**src/rtl/pc_pkg.sv**
```systemverilog
// Shared types and helpers for the fetch PC / BTB slice.
// Latency: none (package only: constants, types, pure functions).
// Backpressure: none.
package pc_pkg;

    // 2-bit saturating counter: MSB is the taken prediction.
    localparam logic [1:0] CTR_SNT   = 2'b00;
    localparam logic [1:0] CTR_WNT   = 2'b01;
    localparam logic [1:0] CTR_WT    = 2'b10;
    localparam logic [1:0] CTR_ST    = 2'b11;
    localparam logic [1:0] CTR_INIT  = CTR_WNT;
    localparam logic [1:0] CTR_ALLOC = CTR_WT;

    // Status part of a BTB entry. Tag and target are kept in separate
    // arrays beside it because their widths depend on module parameters.
    typedef struct packed {
        logic       valid;
        logic [1:0] ctr;
    } btb_entry_t;

    function automatic logic [1:0] ctr_inc(input logic [1:0] c);
        return (c == CTR_ST) ? CTR_ST : c + 2'd1;
    endfunction

    function automatic logic [1:0] ctr_dec(input logic [1:0] c);
        return (c == CTR_SNT) ? CTR_SNT : c - 2'd1;
    endfunction

endpackage

```
**src/rtl/pc_btb_array.sv**
```systemverilog
// Direct-mapped BTB: combinational lookup, registered training update.
// Latency: lookup 0 cycles; update visible next cycle (same cycle with PC_BTB_FWD_EN).
// Backpressure: none; updates are always accepted, including during stall/redirect.
// Ports: clk/rst (async active-high); lookup_pc -> pred_taken/pred_target;
//        upd_valid/upd_pc/upd_target/upd_taken train the entry indexed by upd_pc.
// Optional macro PC_BTB_FWD_EN forwards a same-index update into the lookup.
module pc_btb_array
    import pc_pkg::*;
#(
    parameter int XLEN      = 16,
    parameter int BTB_DEPTH = 8,
    parameter int IDX_LSB   = 0,
    parameter int INC       = 1
) (
    input  logic            clk,
    input  logic            rst,
    input  logic [XLEN-1:0] lookup_pc,
    input  logic            upd_valid,
    input  logic [XLEN-1:0] upd_pc,
    input  logic [XLEN-1:0] upd_target,
    input  logic            upd_taken,
    output logic            pred_taken,
    output logic [XLEN-1:0] pred_target
);

    localparam int IDX_W = $clog2(BTB_DEPTH);
    localparam int TAG_W = XLEN - IDX_LSB - IDX_W;
    localparam logic [XLEN-1:0] INC_V = XLEN'(INC);

    btb_entry_t       ent_q [BTB_DEPTH];
    logic [TAG_W-1:0] tag_q [BTB_DEPTH];
    logic [XLEN-1:0]  tgt_q [BTB_DEPTH];

    logic [IDX_W-1:0] u_idx, l_idx;
    logic [TAG_W-1:0] u_tag, l_tag;
    logic             u_hit;

    // Post-update image of the entry at u_idx, plus its write enable.
    btb_entry_t       w_ent;
    logic [TAG_W-1:0] w_tag;
    logic [XLEN-1:0]  w_tgt;
    logic             w_en;

    btb_entry_t       r_ent;
    logic [TAG_W-1:0] r_tag;
    logic [XLEN-1:0]  r_tgt;
    logic             l_hit;

    assign u_idx = upd_pc[IDX_LSB +: IDX_W];
    assign u_tag = upd_pc[XLEN-1 -: TAG_W];
    assign l_idx = lookup_pc[IDX_LSB +: IDX_W];
    assign l_tag = lookup_pc[XLEN-1 -: TAG_W];

    // Tag/target of an invalid entry may be uninitialised; valid gates them.
    assign u_hit = ent_q[u_idx].valid && (tag_q[u_idx] == u_tag);

    always_comb begin
        w_ent = ent_q[u_idx];
        w_tag = tag_q[u_idx];
        w_tgt = tgt_q[u_idx];
        w_en  = 1'b0;
        if ((upd_valid == 1'b1) && (rst == 1'b0)) begin
            if (u_hit) begin
                w_en      = 1'b1;
                w_ent.ctr = upd_taken ? ctr_inc(ent_q[u_idx].ctr) : ctr_dec(ent_q[u_idx].ctr);
                if (upd_taken) begin
                    w_tgt = upd_target;
                end
            end else if (upd_taken) begin
                // Miss + taken replaces whatever lived at this index.
                w_en        = 1'b1;
                w_ent.valid = 1'b1;
                w_ent.ctr   = CTR_ALLOC;
                w_tag       = u_tag;
                w_tgt       = upd_target;
            end
        end
    end

    always_ff @(posedge clk or posedge rst) begin
        if (rst) begin
            for (int i = 0; i < BTB_DEPTH; i++) begin
                ent_q[i].valid <= 1'b0;
                ent_q[i].ctr   <= CTR_INIT;
            end
        end else if (w_en) begin
            ent_q[u_idx] <= w_ent;
        end
    end

    // Tags and targets need no reset: they are only observed behind valid.
    always_ff @(posedge clk) begin
        if (w_en) begin
            tag_q[u_idx] <= w_tag;
            tgt_q[u_idx] <= w_tgt;
        end
    end

    always_comb begin
        r_ent = ent_q[l_idx];
        r_tag = tag_q[l_idx];
        r_tgt = tgt_q[l_idx];
`ifdef PC_BTB_FWD_EN
        if (w_en && (u_idx == l_idx)) begin
            r_ent = w_ent;
            r_tag = w_tag;
            r_tgt = w_tgt;
        end
`endif
    end

    assign l_hit       = r_ent.valid && (r_tag == l_tag);
    assign pred_taken  = l_hit && r_ent.ctr[1];
    assign pred_target = pred_taken ? r_tgt : lookup_pc + INC_V;

endmodule

```
**src/rtl/pc_btb_unit.sv**
```systemverilog
// Fetch PC register with BTB-based next-PC prediction.
// Latency: next PC appears on pc one cycle after the edge; redirect costs 1 cycle.
// Backpressure: stall holds pc; redirect overrides stall; BTB training never blocks.
// Ports: clk, rst (async active-high), stall, redirect_valid/redirect_pc,
//        upd_valid/upd_pc/upd_target/upd_taken (BTB training from EX),
//        pc (registered), pred_taken/pred_target (combinational from pc).
// Optional macro PC_BTB_FWD_EN: same-cycle BTB update forwarded to the lookup.
module pc_btb_unit
    import pc_pkg::*;
#(
    parameter int XLEN      = 16,
    parameter int BTB_DEPTH = 8,
    parameter int IDX_LSB   = 0,
    parameter int INC       = 1,
    parameter int RESET_PC  = 0
) (
    input  logic            clk,
    input  logic            rst,
    input  logic            stall,
    input  logic            redirect_valid,
    input  logic [XLEN-1:0] redirect_pc,
    input  logic            upd_valid,
    input  logic [XLEN-1:0] upd_pc,
    input  logic [XLEN-1:0] upd_target,
    input  logic            upd_taken,
    output logic [XLEN-1:0] pc,
    output logic            pred_taken,
    output logic [XLEN-1:0] pred_target
);

    localparam logic [XLEN-1:0] RESET_PC_V = XLEN'(RESET_PC);

    logic [XLEN-1:0] pc_q;
    logic [XLEN-1:0] pc_nxt;

    pc_btb_array #(
        .XLEN      (XLEN),
        .BTB_DEPTH (BTB_DEPTH),
        .IDX_LSB   (IDX_LSB),
        .INC       (INC)
    ) u_btb (
        .clk         (clk),
        .rst         (rst),
        .lookup_pc   (pc_q),
        .upd_valid   (upd_valid),
        .upd_pc      (upd_pc),
        .upd_target  (upd_target),
        .upd_taken   (upd_taken),
        .pred_taken  (pred_taken),
        .pred_target (pred_target)
    );

    always_comb begin
        pc_nxt = pred_target;
        if (redirect_valid == 1'b1) begin
            pc_nxt = redirect_pc;
        end else if (stall == 1'b1) begin
            pc_nxt = pc_q;
        end
    end

    always_ff @(posedge clk or posedge rst) begin
        if (rst) begin
            pc_q <= RESET_PC_V;
        end else begin
            pc_q <= pc_nxt;
        end
    end

    assign pc = pc_q;

endmodule

```
**config.mk**
```make
export PLATFORM = sky130hd
export DESIGN_NAME = pc_btb_unit
export DESIGN_NICKNAME = d
export VERILOG_FILES = /design/src/rtl/pc_pkg.sv /design/src/rtl/pc_btb_array.sv /design/src/rtl/pc_btb_unit.sv
export SDC_FILE = /design/constraint.sdc
export NUM_CORES = 1
export LEC_CHECK = 0
export ABC_CLOCK_PERIOD_IN_PS = 3700
export BUFFER_PORTS_ARGS = -buffer_cell sky130_fd_sc_hd__buf_4
export CORE_UTILIZATION = 60
export CTS_BUF_LIST = sky130_fd_sc_hd__clkbuf_8
export DETAILED_ROUTE_END_ITERATION = 16
export PLACE_DENSITY_LB_ADDON = 0.08
export SETUP_SLACK_MARGIN = 0.05
export SLEW_MARGIN = 10
export SYNTH_ARGS = -nofsm -noshare
export SYNTH_HDL_FRONTEND = slang
export SYNTH_SLANG_ARGS = --single-unit
```
**constraint.sdc**
```tcl
create_clock -name clk -period 3.7 [get_ports clk]
set_clock_uncertainty 0.05 [all_clocks]
set_input_delay 0.74 -clock clk [delete_from_list [all_inputs] [get_ports clk]]
set_output_delay 0.74 -clock clk [all_outputs]
set_load 0.005 [all_outputs]
```
==> summary.txt, run 1 <==
Floorplanning
  – Rows: 52
  – Initial Utilization: 62.2%
  – Die X: 148 µm
  – Core area: 0.0205 mm²
  – Area of the die: 0.0218 mm²
  – Boundary Pins: 87
  – Die height: 148 µm

Clock tree
  – Total CTS buffers: 43
  – H-tree Lvls: 2
  – Root Driver: clkbuf_8
  – Sinks on Clock Net: 272
  – Clk Latency, worst-skew pair: 0.56 ns
  – Clock Tree Buf Depth: 3
  – Reg clk slew, reported paths: 0.06 ns
  – Hold_buf cts: 0
  – CTS tree: yes

Setup path
  – FF-to-FF Start: pc[0]
  – CP cell instances: buf_4 -> mux4_2 -> mux2i_1 -> buf_4 -> xor2_1 -> o2111a_1 -> nand4_1 -> buf_4 -> or2_4 -> a21oi_2 -> buf_4
  – Crit Path Class: register to primary output
  – Buf/Inv on CP: 4
  – Worst path max stage delay: 0.49 ns
  – CP startpoint kind: register
  – Worst R2R Setup Slack: 0.38 ns
  – Worst reg2reg path depth: 15
  – Element type at the critical path end: primary output
  – CP max stage cell: dfrtp_4
  – Reg2reg end: pc[13]
  – Worst-path fanout max: 6
  – Crit-path most repeated cell: buf_4
  – Cell family contributing the most delay on the critical path: multiplexers
  – Arr. time, crit path: 3.36 ns
  – Crit path required time: 2.91 ns

STA
  – Final Max Tran Viols: 0
  – RSZ-0062 raised after global routing: yes
  – Period utilisation layout: 112%
  – Final setup margin: -0.450 ns
  – Max frequency: 0.241 GHz
  – Slew @ Worst Pin: 1.11 ns
  – Endpoints failing setup: 17
  – Final hold vios: 0
  – Crit path time final: 4.15 ns
  – Rel. slew slack: 26.0%

Global route
  – Initial antenna violation count: 0
  – Largest net degree at the start of global routing: 33
  – First-pass GRT wire length: 50.7 mm
  – GR Util All Layers: 31.8%
  – Total grt overflow: 0
  – Vias in the first global route: 8669

Yosys
  – Syn avg cell area: 15.7 µm²
  – Yosys reg bits: 272
  – Syn Nets: 868
  – Ys Warns: 0
  – Post-Syn Area: 0.0127 mm²
  – Post-synthesis instance total: 813
  – Share of the yosys chip area belonging to registers: 62.6%
  – Most area-consuming cells after synthesis: edfxtp_1 55%, mux4_2 13%, dfrtp_1 6.3%
  – Share of the synthesized area in the top cell type: 54.7%
  – Synth top cells by count: 232 x edfxtp_1, 72 x mux4_2, 66 x a21oi_1
  – Synth cell types: 65
  – FFs w/ async S/R, synth: 14.7%
  – Synth Flop Type: edfxtp_1
  – Synth area leader: edfxtp_1
  – Number of synthesized flops with an enable pin: 232
  – Most common cell in the netlist: edfxtp_1

Detailed routing
  – Initial DRC Count: 789
  – Drt first pass iters: 5
  – Wire length per cell: 25.9 µm
  – Final wirelength: 33.9 mm
  – Antenna viol nets, final: 0
  – DR vias: 8453
  – DRC: 0
  – Vias/cell: 6.46

Cells and area
  – Final net count: 1057
  – Layout fillers: 1189
  – Share of layout cells above drive strength 1: 37.4%
  – Area growth syn-to-layout: 23.2%
  – Final cell count without fillers: 1308
  – Layout Utilization: 76.6%

Placed design
  – Routability congestion estimate: 0.936
  – Port bufs: 86
  – Dpl cells: 1202
  – DP HPWL: 22.5 mm

Status
  – Run status: finished with violations
  – Failing checks: negative setup slack

Hold path
  – Min-delay worst type: primary input to register
  – Min-Delay Startpoint: upd_target[1]
  – Min-Delay Endpoint: u_btb.tgt_q[7][1]
  – WHS Path Cells: 1

Pwr
  – Maximum vdd drop: 0.382 mV
  – Total power: 7110 µW
  – Leakage Power: 0.00586 µW
  – Power per cell area: 453 mW/mm²

Run
  – Max-Cap Viols: 0
## how the worst max path moves through the flow
stage,from,endpoint,slack (ns),cells after the start
finish,pc[1],pred_target[4],-0.45,11
global route,pc[1],pred_target[4],-0.57,11
CTS,pc[0],pred_target[4],-0.39,12
detailed placement,upd_pc[0],u_btb.tag_q[6][2],-0.30,11
global placement,upd_pc[0],u_btb.tag_q[6][10],-0.16,12
floorplan,upd_pc[1],u_btb.tag_q[5][0],0.1,11
## sequential cells by signal, indices dropped and copies added, names as in the netlist
signal,count
u_btb.tgt_q,128
pc,16
u_btb.ent_q,24
u_btb.tag_q,104
## cells in the final DEF (no fill, tap or decap), types with 4 or more instances in the layout
cell type,n
mux4_2,72
dfrtp_1,29
and2_1,4
nor2b_1,5
buf_8,4
a22oi_1,10
o21ai_0,5
nor3_1,6
nor3_2,5
nor2_1,29
nand2b_1,10
dfstp_2,8
a21oi_1,58
buf_12,17
buf_4,162
and3_1,10
edfxtp_1,232
nor4_2,4
a211o_1,13
xor2_1,8
clkinv_1,7
nand4_1,7
a2bb2oi_1,13
nand3_1,13
xnor2_1,20
buf_6,10
mux2i_2,4
o211ai_1,4
a22o_1,12
inv_1,38
a21oi_2,7
xor2_4,4
nand2_1,34
clkbuf_8,44
mux2i_1,56
## cell families (layout without fill, tap and decap cells)
group | count (synthesis) | in the layout | share of synthesized area, %
DFF | 272 | 272 | 62.6
AOI/OAI and AO/OA | 155 | 155 | 8.35
and+or+nand+nor | 149 | 149 | 6.19
muxes | 135 | 135 | 17.7
buffers and inverters | 68 | 292 | 2.75
xor gates and xnor gates | 33 | 33 | 2.27
adders and majority gates | 1 | 1 | 0.0982
other | 0 | 1 | 0
## final cells by class
type	count	area [µm²]	area share [%]
Timing Repair Buffer	195	1780	11.4
Tap cell	270	338	2.15
Clock buffer	44	606	3.86
Antenna cell	1	2.50	0.0159
Inverter	17	66.3	0.423
Multi-Input combinational cell	473	4730	30.1
Sequential cell	272	7990	50.9
Clock inverter	36	183	1.16
## report_power, final
part / internal, µW / switching [µW] / total (µW) / leakage [µW]
clock: 1190 / 1150 / 2340 / 0.000489
sequential: 3430 / 97.2 / 3530 / 0.00253
combinational: 586 / 656 / 1240 / 0.00284
total: 5200 / 1910 / 7110 / 0.00586
## layer usage
layer  global-route usage [%]  routed length [µm]  vias up
li1                         -                   -     3630
met1                     45.0               13600     4286
met2                     51.4               16500      464
met3                     5.80                2880       73
met4                     9.18                 899        0
met5                        0                   0        -
## metrics by stage
step / instance area (µm²) / setup WS [ns] / hold slack, ns / TNS [ns]
final: 15700 / -0.450 / 0.372 / -6.72
after detailed placement: 14300 / -0.297 / 0.429 / -39.69
after global placement: 14300 / -0.155 / 0.422 / -20.41
after CTS: 15500 / -0.394 / 0.343 / -6.06
after floorplan: 12700 / 0.0953 / 0.391 / 0
after global routing: 15700 / -0.575 / 0.344 / -8.16
## timing repair
item / in CTS / in global routing
gates resized for setup: 47 / 32
hold endpoints to repair: 0 / 0
cloned: 1 / 2
endpoints found under the setup margin: 17 / 50
pin swaps: 8 / 14
buffers inserted: 14 / 9
(Power assumes the default switching activity.)
==> run 2, diff against run 1 <==
- SETUP_SLACK_MARGIN: 0.05 -> 0.5
==> run 2 against run 1 <==
The flow still finishes with violations (negative setup slack). Sequential share of layout area up 0.15 points. Clock-buffer cell count unchanged. Largest power group unchanged. Critical endpoint unchanged. Die area did not move.
==> summary.txt, run 2 (synthesis gave the netlist of run 1 again) <==
Status
  – Run status: finished with violations
  – Failing checks: negative setup slack

STA
  – Crit path time final: 4.17 ns
  – RSZ-0062 raised after global routing: yes
  – Final hold vios: 0
  – Final setup margin: -0.469 ns
  – Endpoints failing setup: 17
  – Final Max Tran Viols: 0
  – Period utilisation layout: 113%
  – Rel. slew slack: 37.5%
  – Max frequency: 0.240 GHz
  – Slew @ Worst Pin: 0.936 ns

Pwr
  – Switching Share: 27.2%
  – Maximum vdd drop: 0.313 mV
  – Power per cell area: 450 mW/mm²
  – Clk pwr share: 32.0%
  – Reg power frac: 50.3%
  – Net switching power figure: 1910 µW
  – Int Pwr: 5120 µW
  – Combinational Power Share: 17.7%
  – Leakage Power: 0.00572 µW

Detailed routing
  – Initial DRC Count: 942
  – DRC: 0
  – Antenna viol nets, final: 0
  – Drt first pass iters: 5
  – Vias/cell: 6.56
  – Final wirelength: 34.5 mm
  – Wire length per cell: 26.9 µm
  – DR vias: 8429

Global route
  – Total grt overflow: 0
  – Vias in the first global route: 8617
  – Initial antenna violation count: 0
  – Largest net degree at the start of global routing: 33
  – First-pass GRT wire length: 50.9 mm
  – GR Util All Layers: 32.1%

Floorplanning
  – Die X: 148 µm
  – Initial Utilization: 62.2%
  – Core area: 0.0205 mm²
  – Rows: 52
  – Boundary Pins: 87
  – Die height: 148 µm
  – Area of the die: 0.0218 mm²

Setup path
  – Critical Path Start: pc[0]
  – Worst-path fanout max: 12
  – CP cell instances: buf_4 -> clkbuf_16 -> mux2i_1 -> a22oi_1 -> a21oi_1 -> o2111a_1 -> nand4_1 -> a2111oi_4 -> buf_4 -> a21oi_2 -> buf_4
  – Arr. time, crit path: 3.38 ns
  – Worst R2R Setup Slack: 0.51 ns
  – Element type at the critical path end: primary output
  – Crit Path Class: register to primary output
  – CP max stage cell: dfrtp_4
  – Crit-path most repeated cell: buf_4
  – Reg2reg end: pc[0]
  – Setup crit end: pred_target[4]
  – Worst path max stage delay: 0.49 ns
  – CP startpoint kind: register
  – Worst reg2reg path depth: 13
  – Crit path required time: 2.91 ns
  – FF-to-FF Start: pc[0]

Cells and area
  – Most frequent cells in the layout: 232 x edfxtp_1, 150 x buf_4, 72 x mux4_2
  – Layout Utilization: 76.3%
  – Commonest non-fill, non-tap cell in the layout: edfxtp_1
  – Share of layout cells above drive strength 1: 39.6%
  – Top reg by flops: u_btb.tgt_q
  – Layout fillers: 1235
  – Largest regs: u_btb.tgt_q: 128 flops, u_btb.tag_q: 104 flops, u_btb.ent_q: 24 flops
  – Final net count: 1039
  – Number of flip-flops in the largest register: 128
  – Final cell count without fillers: 1285
  – Area growth syn-to-layout: 22.8%

Placed design
  – Port bufs: 86
  – DP HPWL: 22.4 mm
  – Routability congestion estimate: 0.920
  – Dpl cells: 1186

Clock tree
  – H-tree Lvls: 2
  – Clock Tree Buf Depth: 3
  – Hold_buf cts: 0
  – Reg clk slew, reported paths: 0.06 ns
  – CTS tree: yes
  – Clk Latency, worst-skew pair: 0.55 ns
  – Total CTS buffers: 43
  – Sinks on Clock Net: 272
  – Root Driver: clkbuf_8

Hold path
  – Min-delay worst type: primary input to register
  – WHS Path Cells: 1

Run
  – Max-Cap Viols: 0
[run 2: cell types whose count changed in the layout (fill, tap and decap cells not counted), sizes merged]
cell,previous run,this run
buf,194,175
inv,42,28
clkinv,10,18
clkinvlp,0,2
bufbuf,0,1
bufinv,1,0
[run 2: worst min path at each step]
stage,start,endpoint,slack [ns]
finish,upd_target[0],u_btb.tgt_q[4][0],0.37
global route,upd_target[9],u_btb.tgt_q[1][9],0.35
CTS,upd_target[0],u_btb.tgt_q[2][0],0.35
detailed placement,u_btb.ent_q[5],u_btb.ent_q[5],0.44
global placement,u_btb.ent_q[5],u_btb.ent_q[5],0.43
floorplan,u_btb.ent_q[2],u_btb.ent_q[2],0.39
[run 2: power by group through the flow]
stage               clock network, µW  registers, µW  logic [µW]
CTS                              2280           3530        1150
global route                     2410           3550        1320
floorplan                           0           3540         673
detailed placement                  0           3600        1000
finish                           2250           3540        1240
global placement                    0           3590         979
[run 2: critical path: cells and delay by family (launching register included)]
family | cells | cell delay, ns
AND/OR/NAND/NOR | 1 | 0.15
flip-flops | 1 | 0.49
AO/OA/AOI/OAI | 5 | 1.17
multiplexers | 1 | 0.28
buffers and inverters | 4 | 0.74
[run 2: what timing repair did]
action | in CTS | in global routing
buffers inserted | 14 | 6
endpoints found under the setup margin | 44 | 190
resized for setup | 52 | 41
endpoints found under the hold margin | 0 | 0
pin swaps | 16 | 15
cloned | 2 | 1
[run 2: through the flow]
stage / hold slack, ns / setup slack (ns) / setup TNS (ns) / total power (µW) / area (µm²)
final: 0.373 / -0.469 / -6.46 / 7040 / 15600
after CTS: 0.348 / -0.373 / -5.22 / 6960 / 15400
after floorplan: 0.391 / 0.397 / 0 / 4210 / 12900
after global placement: 0.428 / -0.171 / -0.259 / 4570 / 14200
after detailed placement: 0.438 / -0.203 / -4.82 / 4610 / 14200
after global routing: 0.349 / -0.545 / -7.97 / 7270 / 15600
[run 2: cell type report]
cell class                      instances  area, µm²  share of cell area [%]
Tap cell                              270        338                    2.16
Clock buffer                           44        606                    3.87
Timing Repair Buffer                  177       1630                    10.4
Multi-Input combinational cell        473       4870                    31.1
Sequential cell                       272       7990                    51.0
Inverter                               17       77.6                   0.496
Clock inverter                         31        144                   0.920
Antenna cell                            1       2.50                  0.0160
[run 2: per-layer routing]
metal,vias to the layer above,share of wire [%],global-route usage (%)
li1,3588,-,-
met1,4274,38,44.1
met2,476,49,51.5
met3,91,9.6,7.10
met4,0,3.1,11.0
met5,-,0,0
==> run 3, diff against run 2 <==
- CORE_ASPECT_RATIO: default -> 1.25
==> run 3 against run 2 <==
The flow still finishes with violations (negative setup slack). Power decreased by 0.40%. First-iteration DRC count down 14%. Die area about the same. Maximum frequency up 1.1%. Largest power group unchanged. Routed wire length shrank 2.3%. Highest routed layer unchanged. Register-to-register slack better by 0.11 ns. Worst hold slack worse by 0.035 ns.
==> summary.txt, run 3 (synthesis gave the netlist of run 1 again) <==
Cells and area
  – Layout fillers: 1306
  – Antenna diodes: 0
  – Most frequent cells in the layout: 232 x edfxtp_1, 151 x buf_4, 72 x mux4_2
  – Multi-input gate area: 0.00479 mm²
  – Largest regs: u_btb.tgt_q: 128 flops, u_btb.tag_q: 104 flops, u_btb.ent_q: 24 flops
  – Storage cell area: 0.00799 mm²
  – Commonest non-fill, non-tap cell in the layout: edfxtp_1
  – Area growth syn-to-layout: 22.8%
  – Final net count: 1043
  – Share of layout cells above drive strength 1: 38.9%
  – Number of flip-flops in the largest register: 128
  – Top reg by flops: u_btb.tgt_q

Setup path
  – Element type at the critical path end: primary output
  – Crit path required time: 2.91 ns
  – Crit Path Class: register to primary output
  – Worst reg2reg path depth: 13
  – Reg2reg end: pc[0]
  – Cell family contributing the most delay on the critical path: buffers and inverters
  – Worst R2R Setup Slack: 0.62 ns
  – Worst path max stage delay: 0.53 ns
  – CP max stage cell: dfrtp_4
  – WP depth: 12
  – CP cell instances: buf_6 -> buf_12 -> mux4_2 -> mux2i_2 -> buf_4 -> xor2_4 -> o2111ai_4 -> nor3_4 -> buf_6 -> buf_16 -> a21oi_2 -> buf_4
  – Worst-path fanout max: 6
  – Buf/Inv on CP: 6
  – CP startpoint kind: register
  – FF-to-FF Start: pc[0]
  – Critical Path Start: pc[0]
  – Setup crit end: pred_target[13]
  – Arr. time, crit path: 3.33 ns

Pwr
  – Clk pwr share: 32.4%
  – Reg power frac: 50.4%
  – Combinational Power Share: 17.2%
  – Net switching power figure: 1890 µW
  – Int Pwr: 5110 µW
  – Switching Share: 27.0%
  – Power per cell area: 448 mW/mm²
  – Maximum vdd drop: 0.559 mV
  – Leakage Power: 0.00572 µW

Placed design
  – Port bufs: 86
  – Routability congestion estimate: 0.890
  – DP HPWL: 21.8 mm

Clock tree
  – Clock Tree Buf Depth: 3
  – H-tree Lvls: 2
  – Hold_buf cts: 0
  – Clk Latency, worst-skew pair: 0.55 ns
  – Root Driver: clkbuf_8
  – Total CTS buffers: 42
  – CTS tree: yes
  – Sinks on Clock Net: 272
  – Reg clk slew, reported paths: 0.07 ns

STA
  – Max frequency: 0.242 GHz
  – Final hold vios: 0
  – Rel. slew slack: 44.4%
  – Period utilisation layout: 111%
  – Crit path time final: 4.12 ns
  – Final Max Tran Viols: 0
  – Endpoints failing setup: 17
  – RSZ-0062 raised after global routing: yes
  – Final setup margin: -0.425 ns
  – Slew @ Worst Pin: 0.834 ns
  – Setup TNS: -6.75 ns
  – WHS: 0.338 ns

Status
  – Failing checks: negative setup slack
  – Run status: finished with violations

Detailed routing
  – DRC: 0
  – Vias/cell: 6.47
  – Final wirelength: 33.7 mm
  – Drt first pass iters: 6
  – Antenna viol nets, final: 0
  – DR vias: 8382
  – Initial DRC Count: 807
  – Wire length per cell: 26.0 µm

Global route
  – Initial antenna violation count: 0
  – Vias in the first global route: 8694
  – Most Used Layer, Global Route: met2
  – GR Util All Layers: 31.4%
  – First-pass GRT wire length: 50.2 mm
  – Met3 usage: 5.34%
  – Largest net degree at the start of global routing: 39
  – GR Util met1: 39.1%
  – Met2 Use GR: 53.8%
  – Total grt overflow: 0

Floorplanning
  – Core area: 0.0208 mm²
  – Boundary Pins: 87
  – Initial Utilization: 61.2%
  – Area of the die: 0.0218 mm²
  – Die X: 132 µm
  – Die height: 165 µm
  – Rows: 59

Hold path
  – Min-delay worst type: primary input to async pin

Run
  – Max-Cap Viols: 0
==> run 3: changes by cell type in the layout (fill, tap and decap cells not counted), sizes merged, moves of 2 or more <==
cell      previous run  this run
buf                175       182
clkinv              18        21
clkinvlp             2         4
inv                 28        26
==> run 3: layout make-up <==
type                       count  share of cell area (%)
sequential                   272                    51.1
multi-input combinational    473                    30.7
timing repair buffer         182                    10.8
clock buffer                  44                    3.87
tap                          274                    2.19
clock inverter                34                   0.952
inverter                      17                   0.480
==> run 3: worst register-to-register path, delay by kind of cell, from the launching register on <==
kind                      cells  cell delay, ns
AOI/OAI and AO/OA             3            0.42
xor gates and xnor gates      1            0.21
buffers and inverters         6            0.85
DFF                           1            0.53
muxes                         2            0.64
and+or+nand+nor               1            0.27
==> run 3: worst min path at each step <==
stage	endpoint	from	slack, ns
after floorplan	u_btb.ent_q[2]	u_btb.ent_q[2]	0.39
after detailed placement	u_btb.ent_q[11]	u_btb.ent_q[11]	0.43
after global placement	u_btb.ent_q[2]	u_btb.ent_q[2]	0.42
final	pc[15]	rst	0.34
after CTS	pc[3]	rst	0.33
after global routing	pc[1]	redirect_pc[1]	0.34
==> run 3: timing repair <==
action,in CTS,in global routing
endpoints found under the hold margin,0,0
cloned,4,0
endpoints found under the setup margin,81,79
setup buffers,18,10
gates resized for setup,48,40
pin swaps,17,15
==> run 3: power by group through the flow <==
stage / sequential, µW / clock [µW] / combinational [µW]
detailed placement: 3600 / 0 / 998
global placement: 3590 / 0 / 973
CTS: 3520 / 2300 / 1130
finish: 3530 / 2270 / 1210
floorplan: 3540 / 0 / 673
global route: 3540 / 2420 / 1280
==> run 3: metrics by stage <==
step | util [%] | instances | setup WS, ns | cell area (µm²) | power [µW]
3_5_place_dp | 67.9 | 1186 | -0.185 | 14100 | 4600
4_1_cts | 74.0 | 1286 | -0.328 | 15400 | 6950
2_1_floorplan | - | 813 | 0.397 | 12900 | 4210
3_3_place_gp | 67.9 | 1186 | -0.0238 | 14100 | 4570
6_report | 75.1 | 1296 | -0.425 | 15600 | 7010
5_1_grt | 75.1 | 1296 | -0.518 | 15600 | 7230
==> run 3: metal layers <==
layer	vias to the layer above	share of wire [%]
li1	3595	-
met1	4224	37
met2	453	52
met3	110	6.9
met4	0	4.3
met5	-	0
